$ cat src/rtl/pe_simd_acc_pkg.sv
// Shared types for the SIMD multiply-accumulate processing element:
// precision modes, lane-count helper and FSM state encoding.
package pe_simd_acc_pkg;

    localparam int unsigned MAX_LANES = 4;

    typedef enum logic [1:0] {
        PREC_8B = 2'd0,
        PREC_4B = 2'd1,
        PREC_2B = 2'd2
    } prec_e;

    typedef enum logic [2:0] {
        IDLE  = 3'd0,
        ACC   = 3'd1,
        DRAIN = 3'd2,
        QUANT = 3'd3,
        OUT   = 3'd4
    } state_e;

    // Encoding 3 is not a real mode; it behaves as full-width single lane.
    function automatic prec_e to_prec(input logic [1:0] raw);
        return (raw == 2'd3) ? PREC_8B : prec_e'(raw);
    endfunction

    function automatic logic [2:0] lane_count(input prec_e p);
        case (p)
            PREC_4B: return 3'd2;
            PREC_2B: return 3'd4;
            default: return 3'd1;
        endcase
    endfunction

endpackage

$ cat src/rtl/pe_lane_quant.sv
// One lane of requantisation: round-half-up arithmetic shift, optional ReLU,
// then saturation to the lane width selected by the current precision.
module pe_lane_quant
    import pe_simd_acc_pkg::*;
#(
    parameter int unsigned DATA_W = 8,
    parameter int unsigned ACC_W  = 32
) (
    input  logic [ACC_W-1:0]  acc,
    input  logic [5:0]        shift,
    input  logic              relu_en,
    input  logic [1:0]        prec,
    output logic [DATA_W-1:0] q_c,
    output logic              sat_c
);

    // Two guard bits keep acc + rounding constant exact.
    localparam int unsigned XW = ACC_W + 2;

    logic signed [XW-1:0] ext;
    logic signed [XW-1:0] rnd;
    logic signed [XW-1:0] r;
    logic signed [XW-1:0] hi;
    logic signed [XW-1:0] lo;
    int unsigned          w;

    always_comb begin
        w     = DATA_W >> prec;
        ext   = XW'($signed(acc));
        rnd   = '0;
        r     = '0;
        sat_c = 1'b0;
        if (shift != 6'd0) begin
            rnd = XW'(1) <<< (shift - 6'd1);
        end
        // Shifting by ACC_W or more always rounds to zero for any accumulator value.
        if (32'(shift) < ACC_W) begin
            r = (ext + rnd) >>> shift;
        end
        if (relu_en && r[XW-1]) begin
            r = '0;
        end
        hi = (XW'(1) <<< (w - 1)) - XW'(1);
        lo = -hi - XW'(1);
        if (r > hi) begin
            r     = hi;
            sat_c = 1'b1;
        end else if (r < lo) begin
            r     = lo;
            sat_c = 1'b1;
        end
        q_c = r[DATA_W-1:0];
    end

endmodule

$ cat src/rtl/pe_simd_acc.sv
// SIMD multiply-accumulate PE: 1/2/4 packed signed lanes, two-stage MAC
// pipeline, per-lane requantisation and a valid/ready result port.
module pe_simd_acc
    import pe_simd_acc_pkg::*;
#(
    parameter int unsigned DATA_W = 8,
    parameter int unsigned ACC_W  = 32,
    parameter int unsigned CNT_W  = 16
) (
    input  logic              clk,
    input  logic              reset,
    input  logic [1:0]        PRECISION,
    input  logic              start,
    input  logic [CNT_W-1:0]  acc_len,
    input  logic [ACC_W-1:0]  input_bias,
    input  logic [5:0]        shift_fixed_point,
    input  logic              relu_en,
    input  logic              in_valid,
    output logic              in_ready,
    input  logic [DATA_W-1:0] input_activation,
    input  logic [DATA_W-1:0] input_weight,
    output logic              out_valid,
    input  logic              out_ready,
    output logic [DATA_W-1:0] out,
    output logic [3:0]        overflow
);

    localparam int unsigned PW = 2 * DATA_W;

    state_e                  state;
    prec_e                   prec_q;
    logic [5:0]              shift_q;
    logic                    relu_q;
    logic [CNT_W-1:0]        cnt;
    logic [ACC_W-1:0]        acc    [MAX_LANES];
    logic signed [PW-1:0]    prod_q [MAX_LANES];
    logic                    prod_vld;

    logic signed [PW-1:0]    prod_c [MAX_LANES];
    logic [DATA_W-1:0]       q_c    [MAX_LANES];
    logic [MAX_LANES-1:0]    sat_c;
    logic [MAX_LANES-1:0]    active_c;
    logic [MAX_LANES-1:0]    start_active_c;
    logic [DATA_W-1:0]       out_c;
    logic [DATA_W-1:0]       mask_c;
    logic [DATA_W-1:0]       a_raw, b_raw;
    logic signed [DATA_W-1:0] a_s, b_s;
    logic [2:0]              lanes_c;
    logic [2:0]              start_lanes_c;
    int unsigned             w_c;
    int unsigned             pad_c;

    // Lane unpacking, per-lane products and result packing for the latched mode.
    always_comb begin
        lanes_c       = lane_count(prec_q);
        start_lanes_c = lane_count(to_prec(PRECISION));
        w_c           = DATA_W >> prec_q;
        pad_c         = DATA_W - w_c;
        mask_c        = {DATA_W{1'b1}} >> pad_c;
        out_c         = '0;
        a_raw         = '0;
        b_raw         = '0;
        a_s           = '0;
        b_s           = '0;
        for (int unsigned i = 0; i < MAX_LANES; i++) begin
            active_c[i]       = (i < 32'(lanes_c));
            start_active_c[i] = (i < 32'(start_lanes_c));
            a_raw     = input_activation >> (i * w_c);
            b_raw     = input_weight >> (i * w_c);
            a_s       = $signed(a_raw << pad_c) >>> pad_c;
            b_s       = $signed(b_raw << pad_c) >>> pad_c;
            prod_c[i] = active_c[i] ? PW'(a_s) * PW'(b_s) : '0;
            if (active_c[i]) begin
                out_c = out_c | ((q_c[i] & mask_c) << (i * w_c));
            end
        end
    end

    for (genvar g = 0; g < MAX_LANES; g++) begin : g_lane
        pe_lane_quant #(
            .DATA_W (DATA_W),
            .ACC_W  (ACC_W)
        ) u_quant (
            .acc     (acc[g]),
            .shift   (shift_q),
            .relu_en (relu_q),
            .prec    (prec_q),
            .q_c     (q_c[g]),
            .sat_c   (sat_c[g])
        );
    end

    // Control FSM together with the product stage and accumulator stage.
    always_ff @(posedge clk) begin
        if (!reset) begin
            state     <= IDLE;
            prec_q    <= PREC_8B;
            shift_q   <= '0;
            relu_q    <= 1'b0;
            cnt       <= '0;
            prod_vld  <= 1'b0;
            in_ready  <= 1'b0;
            out_valid <= 1'b0;
            out       <= '0;
            overflow  <= '0;
            for (int unsigned i = 0; i < MAX_LANES; i++) begin
                acc[i]    <= '0;
                prod_q[i] <= '0;
            end
        end else begin
            prod_vld <= 1'b0;
            if (prod_vld) begin
                for (int unsigned i = 0; i < MAX_LANES; i++) begin
                    acc[i] <= acc[i] + ACC_W'(prod_q[i]);
                end
            end
            case (state)
                IDLE: begin
                    if (start) begin
                        prec_q   <= to_prec(PRECISION);
                        shift_q  <= shift_fixed_point;
                        relu_q   <= relu_en;
                        cnt      <= acc_len;
                        overflow <= '0;
                        for (int unsigned i = 0; i < MAX_LANES; i++) begin
                            acc[i] <= start_active_c[i] ? input_bias : '0;
                        end
                        if (acc_len == '0) begin
                            state <= DRAIN;
                        end else begin
                            state    <= ACC;
                            in_ready <= 1'b1;
                        end
                    end
                end
                ACC: begin
                    if (in_valid) begin
                        prod_vld <= 1'b1;
                        for (int unsigned i = 0; i < MAX_LANES; i++) begin
                            prod_q[i] <= prod_c[i];
                        end
                        cnt <= cnt - CNT_W'(1);
                        if (cnt == CNT_W'(1)) begin
                            state    <= DRAIN;
                            in_ready <= 1'b0;
                        end
                    end
                end
                DRAIN: state <= QUANT;
                QUANT: begin
                    out       <= out_c;
                    overflow  <= sat_c & active_c;
                    out_valid <= 1'b1;
                    state     <= OUT;
                end
                OUT: begin
                    if (out_ready) begin
                        out_valid <= 1'b0;
                        state     <= IDLE;
                    end
                end
                default: state <= IDLE;
            endcase
        end
    end

endmodule

$ cat config.mk
export PLATFORM = sky130hd
export DESIGN_NAME = pe_simd_acc
export DESIGN_NICKNAME = d
export VERILOG_FILES = /design/src/rtl/pe_simd_acc_pkg.sv /design/src/rtl/pe_lane_quant.sv /design/src/rtl/pe_simd_acc.sv
export SDC_FILE = /design/constraint.sdc
export NUM_CORES = 2
export LEC_CHECK = 0
export CAP_MARGIN = 20
export CORE_MARGIN = 2
export CORE_UTILIZATION = 25
export CTS_CLUSTER_SIZE = 25
export DETAILED_ROUTE_END_ITERATION = 10
export MAX_ROUTING_LAYER = met4
export REMOVE_ABC_BUFFERS = 1
export SETUP_SLACK_MARGIN = 0.2
export SLEW_MARGIN = 10
export SYNTH_ARGS = -nofsm -noshare
export SYNTH_HDL_FRONTEND = slang
export SYNTH_SLANG_ARGS = --single-unit
$ cat constraint.sdc
create_clock -name clk -period 22.9 [get_ports clk]
set_input_delay 3.435 -clock clk [delete_from_list [all_inputs] [get_ports clk]]
set_output_delay 3.435 -clock clk [all_outputs]
set_load 0.01 [all_outputs]
==> parameters.txt <==
Parameter                              Value

Outcome
  Outcome    completed

STA
  Final max-slew violation count    0
  RSZ-0062 raised after global routing    false
  Measured slew at the worst slew-check pin    1.24 ns
  Final period util    50.1%
  Clock period minus worst slack    11.47 ns
  Number of failing setup endpoints in the final timing report    0
  Top achievable clock speed    87.2 MHz
  Final hold violations    0
  Worst slew slack as a fraction of its limit    17.0%
  Final-layout setup total negative slack    0 ns
  Worst hold margin    0.475 ns
  Worst Skew    0.129 ns

Clock network
  Clock input transition at the sequential cells of the worst setup and hold paths    0.07 ns
  Total clock buffers created by CTS    30
  Clock insertion delay at the later pin of the skew report    0.73 ns
  Post-CTS sizing    0
  Number of setup buffers added after CTS    0
  Max clock buf depth    3
  CTS Sinks    235
  Number of hold-repair buffers added at the cts stage    0
  Depth of the CTS H-tree    1
  TritonCTS clock tree    yes
  Root buffer cell    sky130_fd_sc_hd__clkbuf_16

Synth
  Primary flip-flop cell chosen by synthesis mapping    sky130_fd_sc_hd__edfxtp_1
  Yosys Warn Count    0
  Synthesized area    53100 um^2
  Flop and latch count out of synthesis    235
  Ys async rst share    0%
  EDFF count, synth    192
  Cell variety after synth    129
  Sequential fraction of the synthesis area    12.5%
  Synthesized area per cell    7.66 um^2
  Post-Synthesis Cells    6925

Final layout
  Area growth from synthesis to final layout    10.1%
  Share of post-route cells with drive strength above 1    5.77%
  Top library cells by usage in the layout, fill and taps aside    771 x sky130_fd_sc_hd__nor2_1, 650 x sky130_fd_sc_hd__nand2_1, 645 x sky130_fd_sc_hd__ha_1
  Most frequent standard cell in the layout excluding fill and tap cells    sky130_fd_sc_hd__nor2_1
  Final net count    7861

Critical path
  Category of the worst setup path capture point    flop
  Most frequent cell on the critical path    sky130_fd_sc_hd__nor2_1
  Source of the worst register-to-register timing path    shift_q[1]
  Critical path peak fanout    44
  Worst setup startpoint    shift_q[1]
  Critical path startpoint category    flop
  CP Data Arrival Time    11.97 ns
  Max stage delay cell, worst path    sky130_fd_sc_hd__a2111oi_0
  CP peak stage delay    0.78 ns
  Class of the most critical setup path    flop to flop
  Worst EP required    23.40 ns

Power
  Internal power    2.44 mW
  Highest ir drop seen on vdd    0.112 mV
  Part of the power in the clock network    9.1%
  Power share of the sequential group    12.9%
  Cell area power density    96.1 nW/um^2
  Proportion of power drawn by combinational gates    78.0%
  Switching component of the power    3.18 mW
  Net switching share of the total power    56.6%
  Static Leakage    24.9 nW

Floorplanning
  Die H    465 um
  Floorplan core area    211000 um^2
  # rows    169
  Die Area    216000 um^2
  Starting Density    25.1%
  Die outline width    465 um
  Boundary pin count    92

GRT
  Total congestion overflow after global routing    0
  Global-route wire length before repair    355 mm
  GRT Total Usage    22.4%
  Largest net degree at the start of global routing    86
  Number of global-route vias before repair    52800
  Number of antenna violations at the first check in global routing    6

Drt
  Count of routing violations after the opening detailed-route iteration    6143
  Antenna violation net count after detailed routing    0
  Via density    5.64
  Routed wire per std cell    25.2 um
  Vias    55100
  Drt total wl    246 mm
  Drt first pass iters    6
  DRC violation count after routing    0

Flow run
  Max-cap viol count    0

Placement
  IO Port Bufs    91
  Final HPWL DP    202 mm
  RePlAce Congestion    1.06

Worst hold path
  Kind of path behind the tightest hold check    flop to flop
  Hold path startpoint    overflow[3]
layout make-up:
| class | instances | area, um^2 |
|---|---|---|
| Antenna cell | 6 | 15.0 |
| Sequential cell | 235 | 6650 |
| Clock inverter | 20 | 214 |
| Inverter | 487 | 1830 |
| Fill cell | 23100 | 153000 |
| Multi-Input combinational cell | 5949 | 43700 |
| Clock buffer | 36 | 773 |
| Timing Repair Buffer | 202 | 1750 |
| Tap cell | 2821 | 3530 |
critical path: cells and delay by family (launching register included):
family	cells	cell delay, ns
DFF	1	0.72
and+or+nand+nor	14	4.17
AOI/OAI and AO/OA	10	3.36
buffers and inverters	2	1.01
xor gates and xnor gates	1	0.34
muxes	3	0.95
adders and majority gates	2	0.64
flip-flops by register name, summed over array words and instances (netlist names):
signal and count:
relu_q 1, in_ready 1, cnt 16, shift_q 6, prec_q 2, acc 128
out_valid 1, overflow 4, state 3, prod_vld 1, prod_q 64, out 8
layer usage:
metal | global-route usage [%] | vias to the layer above | wire length (um)
li1 | - | 25000 | -
met1 | 28.0 | 26800 | 102000
met2 | 35.3 | 2732 | 111000
met3 | 2.93 | 574 | 17700
met4 | 11.6 | 0 | 15600
met5 | - | - | 0
power by group through the flow:
stage	combinational (mW)	sequential (mW)	clock, mW
6_report	4.38	0.722	0.511
5_1_grt	4.76	0.728	0.536
4_1_cts	4.29	0.720	0.524
3_5_place_dp	4.27	0.728	0
3_3_place_gp	4.21	0.726	0
2_1_floorplan	2.95	0.675	0
per-stage QoR:
| step | total power [mW] | utilization [%] | setup WS, ns | instances | area [um^2] |
|---|---|---|---|---|---|
| 6_report | 5.62 | 27.6 | 11.43 | 9756 | 58400 |
| 5_1_grt | 6.03 | 27.6 | 11.09 | 9755 | 58400 |
| 4_1_cts | 5.54 | 27.6 | 11.94 | 9749 | 58400 |
| 3_5_place_dp | 5.00 | 27.2 | 11.30 | 9693 | 57400 |
| 3_3_place_gp | 4.94 | 27.1 | 11.40 | 9688 | 57400 |
| 2_1_floorplan | 3.63 | - | 9.35 | 6671 | 52100 |
Yosys cell counts, drive strengths merged, types with 20 or more instances:
cell,count,share of area [%]
a211o,33,0.54
mux2,39,0.83
nand2,653,4.6
o2111ai,20,0.33
mux2i,132,2.5
a2111oi,33,0.64
o21bai,83,1.2
nor2,774,5.5
nor3,160,1.6
a221oi,25,0.42
nand3,135,1.3
a22oi,29,0.42
a31oi,103,1.2
nand4,58,0.68
a21boi,40,0.57
mux4,56,2.4
fa,230,8.7
inv,487,3.4
nor2b,76,0.90
and2,101,1.2
a21o,173,2.4
o21a,57,0.81
edfxtp,192,11
clkbuf,290,2.1
or2,35,0.41
xor2,103,1.7
nor4,55,0.67
dfxtp,43,1.6
ha,648,15
buf,70,0.56
or3,45,0.53
o211ai,67,0.98
nand2b,81,0.95
a21oi,563,5.3
a211oi,123,1.8
o22ai,39,0.46
xnor2,171,2.9
o31ai,63,0.97
and3,68,0.80
o21ai,445,4.2
cells by family after synthesis:
group | Yosys count | synth area share, %
and+or+nand+nor | 2319 | 20.3
DFF | 235 | 12.5
adders and majority gates | 880 | 24.0
other | 2 | 0.0142
buffers and inverters | 847 | 6.06
AOI/OAI and AO/OA | 2141 | 26.9
xor gates and xnor gates | 274 | 4.55
muxes | 227 | 5.71
worst paths after layout:
path / slack [ns] / to / cells after the start
worst max-delay path: 11.43 / out[4] / 32
worst min-delay path: 0.48 / overflow[3] / 2
worst max register to register: 11.43 / out[4] / 32
worst min register to register: 0.48 / overflow[3] / 2
No activity file was read; power rests on OpenSTA's default activity.
